[config.mk]
export PLATFORM = sky130hd
export DESIGN_NAME = ads_slave_emu
export DESIGN_NICKNAME = d
export VERILOG_FILES = /design/src/rtl/ads_emu_pkg.sv /design/src/rtl/ads_edge_sync.sv /design/src/rtl/ads_slave_emu.sv
export SDC_FILE = /design/constraint.sdc
export NUM_CORES = 1
export LEC_CHECK = 0
export ABC_AREA = 0
export CAP_MARGIN = 10
export CORE_MARGIN = 8
export CORE_UTILIZATION = 55
export CTS_CLUSTER_DIAMETER = 80
export CTS_CLUSTER_SIZE = 10
export DETAILED_ROUTE_END_ITERATION = 10
export PLACE_DENSITY = 0.79
export SETUP_SLACK_MARGIN = 0.3
export SYNTH_ARGS = -nofsm -noshare
export SYNTH_HDL_FRONTEND = slang
export SYNTH_SLANG_ARGS = --single-unit
[constraint.sdc]
create_clock -name CLK_100M -period 2.99 [get_ports CLK_100M]
set_input_delay 0.598 -clock CLK_100M [delete_from_list [all_inputs] [get_ports CLK_100M]]
set_output_delay 0.598 -clock CLK_100M [all_outputs]
set_load 0.02 [all_outputs]
[src/rtl/ads_emu_pkg.sv]
// Shared command codes and FSM encodings for the ADS slave emulator.
package ads_emu_pkg;

  localparam logic [15:0] CMD_SRESET = 16'h1004;
  localparam logic [15:0] CMD_REFV1  = 16'h1002;
  localparam logic [15:0] CMD_REFV2  = 16'h1005;
  localparam logic [15:0] CMD_INIT   = 16'h1000;
  localparam logic [15:0] CMD_NORM   = 16'h0000;

  // First and last falling edge that carries a command bit.
  localparam logic [4:0] FE_FIRST = 5'd2;
  localparam logic [4:0] FE_LAST  = 5'd17;

  typedef enum logic [1:0] {
    IDLE   = 2'd0,
    FRAME  = 2'd1,
    DECODE = 2'd2
  } frame_state_e;

  typedef enum logic {
    CIDLE = 1'b0,
    CBUSY = 1'b1
  } conv_state_e;

endpackage

[src/rtl/ads_edge_sync.sv]
// Two-flop synchronizer with single-cycle rise/fall pulses on the synchronized level.
module ads_edge_sync (
  input  logic clk,
  input  logic rst_n,
  input  logic d,
  output logic q,
  output logic rise,
  output logic fall
);

  logic s1_q, s2_q, prev_q;

  always_ff @(posedge clk or negedge rst_n) begin
    if (!rst_n) begin
      s1_q   <= 1'b0;
      s2_q   <= 1'b0;
      prev_q <= 1'b0;
    end else begin
      s1_q   <= d;
      s2_q   <= s1_q;
      prev_q <= s2_q;
    end
  end

  assign q    = s2_q;
  assign rise = s2_q & ~prev_q;
  assign fall = ~s2_q & prev_q;

endmodule

[src/rtl/ads_slave_emu.sv]
// ADS serial slave emulator: command frame decode, conversion busy timing, SDO shift-out.
// Define ADS_EMU_RAMP_EN to generate samples from an internal ramp instead of EMU_*DATA.
module ads_slave_emu
  import ads_emu_pkg::*;
#(
  parameter int unsigned BUSY_CYC  = 300,
  parameter logic [15:0] RAMP_STEP = 16'h0001
) (
  input  logic        CLK_100M,
  input  logic        CLK_RST_N,
  input  logic        ADS_CLK,
  input  logic        ADS_CS_N,
  input  logic        ADS_SDI,
  input  logic        ADS_CONVST,
  input  logic        ADS_RD,
  output logic        ADS_BUSY,
  output logic        ADS_SDOA,
  output logic        ADS_SDOB,
  input  logic [15:0] EMU_ADATA,
  input  logic [15:0] EMU_BDATA,
  output logic [15:0] CMD_WORD,
  output logic        CMD_VALID,
  output logic        FRAME_ERR,
  output logic [9:0]  REFDAC1,
  output logic [9:0]  REFDAC2,
  output logic        INIT_OK
);

  localparam int unsigned CNT_W = (BUSY_CYC > 1) ? $clog2(BUSY_CYC) : 1;

  logic sclk_lvl, sclk_rise, sclk_fall;
  logic cs_lvl, cs_rise, cs_fall;
  logic sdi_lvl, sdi_rise, sdi_fall;
  logic convst_lvl, convst_rise, convst_fall;

  ads_edge_sync u_sync_sclk (
    .clk(CLK_100M), .rst_n(CLK_RST_N), .d(ADS_CLK),
    .q(sclk_lvl), .rise(sclk_rise), .fall(sclk_fall)
  );
  ads_edge_sync u_sync_cs (
    .clk(CLK_100M), .rst_n(CLK_RST_N), .d(ADS_CS_N),
    .q(cs_lvl), .rise(cs_rise), .fall(cs_fall)
  );
  ads_edge_sync u_sync_sdi (
    .clk(CLK_100M), .rst_n(CLK_RST_N), .d(ADS_SDI),
    .q(sdi_lvl), .rise(sdi_rise), .fall(sdi_fall)
  );
  ads_edge_sync u_sync_convst (
    .clk(CLK_100M), .rst_n(CLK_RST_N), .d(ADS_CONVST),
    .q(convst_lvl), .rise(convst_rise), .fall(convst_fall)
  );

  frame_state_e frame_q, frame_d;
  conv_state_e  conv_q, conv_d;

  logic [4:0]       fe_cnt_q, fe_inc;
  logic [15:0]      cmd_sr_q;
  logic [17:0]      sdoa_sr_q, sdob_sr_q;
  logic [15:0]      sample_a_q, sample_b_q;
  logic [15:0]      cmd_word_q;
  logic             cmd_valid_q, frame_err_q;
  logic [9:0]       refdac1_q, refdac2_q;
  logic             init_ok_q, pending_q, pend_sel_q;
  logic [CNT_W-1:0] busy_cnt_q;
  logic             rd_s1_q, rd_s2_q, rd_prev_q;
  logic             frame_ok, do_sreset, conv_start, rd_err;

  assign fe_inc     = (fe_cnt_q == 5'd31) ? fe_cnt_q : fe_cnt_q + 5'd1;
  assign frame_ok   = (fe_cnt_q >= FE_LAST);
  assign do_sreset  = (frame_q == DECODE) && frame_ok && !pending_q && (cmd_sr_q == CMD_SRESET);
  assign conv_start = (conv_q == CIDLE) && convst_rise;
  // RD is only a protocol checker: a strobe inside an open frame is a master timing fault.
  assign rd_err     = rd_s2_q && !rd_prev_q && (frame_q == FRAME) && !cs_lvl;

  always_comb begin
    frame_d = frame_q;
    unique case (frame_q)
      IDLE:    if (cs_fall) frame_d = FRAME;
      FRAME:   if (cs_rise) frame_d = DECODE;
      DECODE:  frame_d = IDLE;
      default: frame_d = IDLE;
    endcase
  end

  always_comb begin
    conv_d = conv_q;
    unique case (conv_q)
      CIDLE:   if (convst_rise) conv_d = CBUSY;
      CBUSY:   if (busy_cnt_q == '0) conv_d = CIDLE;
      default: conv_d = CIDLE;
    endcase
  end

  always_ff @(posedge CLK_100M or negedge CLK_RST_N) begin
    if (!CLK_RST_N) begin
      frame_q   <= IDLE;
      conv_q    <= CIDLE;
      rd_s1_q   <= 1'b0;
      rd_s2_q   <= 1'b0;
      rd_prev_q <= 1'b0;
    end else begin
      frame_q   <= frame_d;
      conv_q    <= conv_d;
      rd_s1_q   <= ADS_RD;
      rd_s2_q   <= rd_s1_q;
      rd_prev_q <= rd_s2_q;
    end
  end

  always_ff @(posedge CLK_100M or negedge CLK_RST_N) begin
    if (!CLK_RST_N) begin
      fe_cnt_q    <= '0;
      cmd_sr_q    <= '0;
      sdoa_sr_q   <= '0;
      sdob_sr_q   <= '0;
      cmd_word_q  <= '0;
      cmd_valid_q <= 1'b0;
      frame_err_q <= 1'b0;
      refdac1_q   <= '0;
      refdac2_q   <= '0;
      init_ok_q   <= 1'b0;
      pending_q   <= 1'b0;
      pend_sel_q  <= 1'b0;
    end else begin
      cmd_valid_q <= 1'b0;
      frame_err_q <= rd_err;
      case (frame_q)
        IDLE: begin
          if (cs_fall) begin
            fe_cnt_q  <= '0;
            // Old sample is loaded even if a new one latches this same cycle.
            sdoa_sr_q <= {2'b00, sample_a_q};
            sdob_sr_q <= {2'b00, sample_b_q};
          end
        end
        FRAME: begin
          if (sclk_fall) begin
            fe_cnt_q <= fe_inc;
            if (fe_inc >= FE_FIRST) begin
              sdoa_sr_q <= {sdoa_sr_q[16:0], 1'b0};
              sdob_sr_q <= {sdob_sr_q[16:0], 1'b0};
            end
            if (fe_inc >= FE_FIRST && fe_inc <= FE_LAST) begin
              cmd_sr_q <= {cmd_sr_q[14:0], sdi_lvl};
            end
          end
        end
        DECODE: begin
          if (frame_ok) begin
            cmd_valid_q <= 1'b1;
            cmd_word_q  <= cmd_sr_q;
            if (pending_q) begin
              if (pend_sel_q) refdac2_q <= cmd_sr_q[9:0];
              else            refdac1_q <= cmd_sr_q[9:0];
              pending_q <= 1'b0;
            end else begin
              case (cmd_sr_q)
                CMD_SRESET: begin
                  refdac1_q <= '0;
                  refdac2_q <= '0;
                  init_ok_q <= 1'b0;
                  pending_q <= 1'b0;
                end
                CMD_REFV1: begin
                  pending_q  <= 1'b1;
                  pend_sel_q <= 1'b0;
                end
                CMD_REFV2: begin
                  pending_q  <= 1'b1;
                  pend_sel_q <= 1'b1;
                end
                CMD_INIT: init_ok_q <= 1'b1;
                CMD_NORM: ;
                default:  ;
              endcase
            end
          end else begin
            frame_err_q <= 1'b1;
          end
        end
        default: ;
      endcase
    end
  end

`ifdef ADS_EMU_RAMP_EN
  logic [15:0] ramp_q, ramp_nxt;
  assign ramp_nxt = ramp_q + RAMP_STEP;
`endif

  always_ff @(posedge CLK_100M or negedge CLK_RST_N) begin
    if (!CLK_RST_N) begin
      busy_cnt_q <= '0;
      sample_a_q <= '0;
      sample_b_q <= '0;
`ifdef ADS_EMU_RAMP_EN
      ramp_q     <= '0;
`endif
    end else begin
      if (conv_start) begin
        busy_cnt_q <= CNT_W'(BUSY_CYC - 1);
      end else if (conv_q == CBUSY && busy_cnt_q != '0) begin
        busy_cnt_q <= busy_cnt_q - CNT_W'(1);
      end
`ifdef ADS_EMU_RAMP_EN
      if (do_sreset) begin
        ramp_q <= '0;
      end else if (conv_start) begin
        ramp_q     <= ramp_nxt;
        sample_a_q <= ramp_nxt;
        sample_b_q <= ~ramp_nxt;
      end
`else
      if (conv_start) begin
        sample_a_q <= EMU_ADATA;
        sample_b_q <= EMU_BDATA;
      end
`endif
    end
  end

  assign ADS_BUSY  = (conv_q == CBUSY);
  assign ADS_SDOA  = sdoa_sr_q[17];
  assign ADS_SDOB  = sdob_sr_q[17];
  assign CMD_WORD  = cmd_word_q;
  assign CMD_VALID = cmd_valid_q;
  assign FRAME_ERR = frame_err_q;
  assign REFDAC1   = refdac1_q;
  assign REFDAC2   = refdac2_q;
  assign INIT_OK   = init_ok_q;

  logic unused_sig;
`ifdef ADS_EMU_RAMP_EN
  assign unused_sig = ^{sclk_lvl, sclk_rise, sdi_rise, sdi_fall, convst_lvl, convst_fall,
                        EMU_ADATA, EMU_BDATA};
`else
  assign unused_sig = ^{sclk_lvl, sclk_rise, sdi_rise, sdi_fall, convst_lvl, convst_fall,
                        RAMP_STEP, do_sreset};
`endif

endmodule

# After elaboration in Yosys (flattened, before gate mapping)
# Index checks and enable logic that the tools add are counted.
# classes
n_eq_ne,13
n_mux,33
order_cmp,3
n_bitwise,10
n_addsub,2
n_reduce_logical,26
# ops
operator,n
$mux 18,6
$pmux 18 s2,2
$eq 16x13->1 const B,4
$mux 10,5
$reduce_and 4->1,5
$mux 9,2
$mux 5,3
$pmux 5 s2,1
$reduce_bool 2->1,5
$logic_not 9->1,1
$reduce_bool 9->1,1
$sub 9x1->9 const B,1
$mux 1,8
$ne 2x2->1 const B,4
$logic_and 1x1->1,6
$not 1->1,6
$pmux 1 s2,3
$reduce_and 3->1,2
$add 5x1->5 const B,1
$eq 5x5->1 const B,1
$ge 5x2->1 const B,1
$ge 5x5->1 const B,1
$le 5x5->1 const B,1
$and 1x1->1,4
9 further kinds,13
# word_totals
in_bits,39
ff_bits,156
word_cells,118

# Longest topological paths before layout
# logic_depth
depth_word,6
mapped_depth,11
ltp_nobuf,9

# By module
# Synthesis repeated with hierarchy kept, for this count alone.
# unflattened
hier_cells,683
hier_area_um2,6919.1
# modules_own_cells
module,n_inst,cells_per_inst,area_per_inst_um2,seq_area_each_um2
ads_slave_emu,1,663,6558.8,3628.5
ads_edge_sync,4,5,90.1,75.1

# Worst setup path before layout
# OpenSTA, ideal clock, no wires.
# synth_timing
path_kind,flip-flop to flip-flop
from,register fe_cnt_q[0]
to,register cmd_sr_q[14]
t_required_ps,2863
stages_incl_launch_ff,9
arrival_time_ps,2043
path_slack_ps,820
setup_ps,127
path_buffers,2
path_cell_list,dfrtp_1 -> inv_1 -> ha_1 -> nor4_1 -> a21oi_2 -> o311a_1 -> buf_4 -> buf_6 -> mux2_1
# synth_between
elab_chain_len,5
# synth_rtl
element,line_no,rtl
start: declaration,ads_slave_emu.sv:56,"logic [4:0] fe_cnt_q, fe_inc;"
start signal: assignment,ads_slave_emu.sv:138,fe_cnt_q <= fe_inc;
$add 5x1->5 or $eq 5x5->1 (tied branches),ads_slave_emu.sv:68,assign fe_inc = (fe_cnt_q == 5'd31) ? fe_cnt_q : fe_cnt_q + 5'd1;
$mux 5 (*),ads_slave_emu.sv:68,
$ge 5x2->1 or $le 5x5->1 (tied branches),ads_slave_emu.sv:143,if (fe_inc >= FE_FIRST && fe_inc <= FE_LAST) begin
$logic_and 1x1->1 (*),ads_slave_emu.sv:143,
$reduce_and 3->1 (no line) (*),n/a,
end signal: assignment,ads_slave_emu.sv:144,"cmd_sr_q <= {cmd_sr_q[14:0], sdi_lvl};"
end: declaration,ads_slave_emu.sv:57,logic [15:0] cmd_sr_q;
# Mark *: on every way between the ends. The rest lies on a longest branch, timed or not.
# A chain may end at the register's enable or synchronous reset.

# Worst setup path in the final report
# layout_timing
from,register fe_cnt_q[0]
to,"register refdac1_q[8], in the netlist REFDAC1[8]"
# layout_between
elab_chain_len,2
# layout_rtl
element,line_no,rtl
$ge 5x5->1,ads_slave_emu.sv:69,assign frame_ok = (fe_cnt_q >= FE_LAST);
$reduce_and 4->1 (no line),n/a,
end signal: assignment,ads_slave_emu.sv:154,else refdac1_q <= cmd_sr_q[9:0];
end: declaration,ads_slave_emu.sv:62,"logic [9:0] refdac1_q, refdac2_q;"
# No other way between the ends.

==> out/metrics.csv <==
stage,metric,value,unit
pwr,total power,6572,uW
logic_synthesis,XOR/XNOR Fraction of Synth Area,0.003927,
timing,Final Hold Viols,0,
timing,RSZ-0062 raised after global routing,false,
grt,vias in the first global route,5277,
cells_and_area,area grow syn2layout,22.79,%
clock_network,Max clock buf depth,2,
routing,via/cell ratio,5.596,
logic_synthesis,Netlist Area Pre-Place,0.006691,mm2
pwr,PwrDens,799.8,mW/mm2
floorplan,Rows,40,
cells_and_area,register area,0.003904,mm2
clock_network,CTS tree,yes,
logic_synthesis,most numerous cell in the Yosys netlist,nand2_1,
logic_synthesis,net count after synthesis,725,
logic_synthesis,Post-Syn Instances,682,
floorplan,core area,0.01196,mm2
logic_synthesis,"EDFF count, synth",0,
placement,# port buffers,80,
floorplan,die width,126.3,um
worst_setup_path,arrival time at the worst endpoint,2.79,ns
timing,slew of the pin with the lowest slew margin,0.8136,ns
logic_synthesis,Ys Warns,0,
routing,post-route DRC violation count,0,
pwr,Worst VDD drop,0.4915,mV
logic_synthesis,"Seq/Total Area, Yosys",0.5834,
routing,drt total wl,14440,um
timing,Final Skew,0.009713,ns
grt,initial antenna violation count,0,
clock_network,buffer type at the clock tree root,clkbuf_16,
logic_synthesis,post-synthesis simple-gate area fraction,0.2087,
logic_synthesis,Synth Area in Compound Gates,0.1184,
pwr,Leakage,0.003705,uW
grt,met2 Usage GRT,0.3152,
logic_synthesis,area share of the leading cell type in the synthesized netlist,0.5834,
floorplan,die height,126.3,um
logic_synthesis,Avg Synthesized Cell Area,9.811,um2
logic_synthesis,ys flop type,dfrtp_1,
routing,DR iter-0 viols,377,
grt,grt ovf,0,
flow_run,Max Cap Viol,0,
timing,final number of max-transition violations,0,
floorplan,die area,0.01595,mm2
worst_setup_path,CP Launch Type,register,
grt,GR Util met3,0.04985,
routing,ANT nets after route,0,
grt,GRT met1 Usage,0.2343,
worst_setup_path,Crit Path Max Fanout,17,
floorplan,I/O Pins,81,
placement,post-DP HPWL,9880,um
cells_and_area,Final Core Density,0.6869,
routing,detailed-route via count,5126,
cells_and_area,Fill cells,875,
logic_synthesis,synth cell count leaders,"nand2_1 (251), dfrtp_1 (156), nor2_1 (46)",
logic_synthesis,Synth area leaders,"dfrtp_1 (58%), nand2_1 (14%), o221ai_2 (4.5%)",
logic_synthesis,mux share of post-synthesis cell area,0.02861,
logic_synthesis,synth unique cells,56,
clock_network,Clock Pin Slew Worst Setup and Hold Paths,0.06,ns
logic_synthesis,largest area contributor in the netlist,dfrtp_1,
cells_and_area,area of the multi-input gates,0.002471,mm2
cells_and_area,ANT cells,0,
clock_network,clock sink total,156,
timing,maximum clock rate,0.4062,GHz
worst_setup_path,WS Path Type,register to register,
clock_network,latest clock arrival within the worst-skew pair,0.42,ns
logic_synthesis,ys async rst share,1.000,
cells_and_area,Final Net Count,799,
worst_setup_path,Critical Path RT,3.32,ns
outcome,outcome,"finished, final reports clean",
timing,final setup fails,0,
grt,first-pass GRT wire length,24920,um
timing,Setup TNS,0,ns
logic_synthesis,"FF+latch count, synth",156,
timing,fin crit period,2.462,ns
clock_network,# H-tree levels,4,
timing,Tcrit/Tclk final,0.8234,
routing,Avg WL per Cell,15.76,um
clock_network,CTS Hold Bufs,0,
worst_setup_path,CP Capture Type,register,
cells_and_area,share of cells above drive strength 1,0.1157,
placement,final weighted congestion in routability-driven placement,0.8110,
timing,Slew headroom,0.4556,
routing,drt first pass iters,5,
clock_network,total CTS buffers,17,
worst_hold_path,Hold Path Class,input port to async pin,
floorplan,Initial Util,0.5594,
logic_synthesis,largest family of logic cells by synthesized area,simple AND/OR/NAND/NOR gates,
grt,GR peak layer,met2,
grt,largest net degree at the start of global routing,76,
logic_synthesis,Adder-Cell Fraction of Synth Area,0.007479,
grt,Total GRT Usage,0.1902,
==> state kept, by name, summed over array words and instances (netlist names), 2 cells and up <==
name,cells
sdob_sr_q,18
sdoa_sr_q,18
CMD_WORD,16
REFDAC1,10
sample_a_q,16
fe_cnt_q,5
cmd_sr_q,16
frame_q,2
REFDAC2,10
sample_b_q,16
busy_cnt_q,9
==> worst max-delay path, stage by stage, from the launching register on <==
cell and delay, ns:
dfrtp_1 0.46, ha_1 0.25, or4_1 0.51, o21ai_1 0.15, nand2b_1 0.20, buf_4 0.25
o21ai_2 0.17, buf_16 0.20, o221ai_2 0.16
==> placed cells by master (no fill, tap or decap), types with 3 or more instances in the layout <==
cell type,count
ha_1,4
clkdlybuf4s50_1,79
nand3_1,6
nand2b_1,4
inv_1,35
dfrtp_1,156
mux2_1,5
o21ai_0,19
clkinv_2,3
and2_1,3
clkinvlp_4,5
nor4_1,5
clkbuf_16,17
a31oi_1,30
buf_4,9
o221ai_2,20
bufinv_16,3
nor2_1,46
mux2_2,12
nor3b_1,3
nand2_1,251
a21oi_1,5
==> per-stage QoR <==
step / area, um2 / std cells / hold slack (ns) / setup WS, ns
global route: 8217 / 916 / 0.1009 / 0.3273
global placement: 7582 / 883 / 0.3335 / 0.4723
detailed placement: 7582 / 883 / 0.3347 / 0.3887
floorplan: 6691 / 682 / 0.3024 / 0.8198
finish: 8217 / 916 / 0.09029 / 0.5281
CTS: 8185 / 915 / 0.08975 / 0.3895
==> kinds of logic (layout without fill, tap and decap cells) <==
family	after synthesis	in the layout
and+or+nand+nor	336	336
DFF	156	156
AOI/OAI and AO/OA	94	94
buffers and inverters	72	159
muxes	17	17
adders and majority gates	4	4
xor gates and xnor gates	3	3
==> layer usage <==
layer  wire length, um  up-vias
li1                  -     2404
met1              6405     2555
met2              7038      145
met3               757       22
met4               233        0
met5                 0        -
==> final cells by class <==
class                      instances  share of cell area
multi-input combinational        454              0.3007
tap                              147             0.02238
sequential                       156              0.4751
inverter                          36             0.01675
clock inverter                    11             0.01736
clock buffer                      21             0.05604
timing repair buffer              91              0.1116
==> what timing repair did <==
item	in CTS	in global routing
setup buffers	0	0
endpoints found under the setup margin	0	26
resized for setup	0	2
==> power by group <==
| group | internal [uW] | total [uW] | switching, uW |
|---|---|---|---|
| Clock | 1350 | 2180 | 827 |
| Combinational | 564 | 1290 | 726 |
| Sequential | 2670 | 3100 | 429 |
==> path summary, 6_finish.rpt <==
| kind | cells past startpoint | slack [ns] | end | startpoint |
|---|---|---|---|---|
| max in group asynchronous | 2 | 2.02 | cmd_sr_q[14]$_DFFE_PN0P_ | CLK_RST_N |
| min | 1 | 0.09 | REFDAC2[1]$_DFFE_PN0P_ | CLK_RST_N |
| max reg2reg | 8 | 0.53 | REFDAC1[8]$_DFFE_PN0P_ | fe_cnt_q[0]$_DFFE_PN0P_ |
| max | 8 | 0.53 | REFDAC1[8]$_DFFE_PN0P_ | fe_cnt_q[0]$_DFFE_PN0P_ |
| min reg2reg | 0 | 0.35 | u_sync_cs.q$_DFF_PN0_ | u_sync_cs.s1_q$_DFF_PN0_ |
| min in group CLK_100M | 0 | 0.35 | u_sync_cs.q$_DFF_PN0_ | u_sync_cs.s1_q$_DFF_PN0_ |
Note: power is estimated with default switching activity, not from simulation.
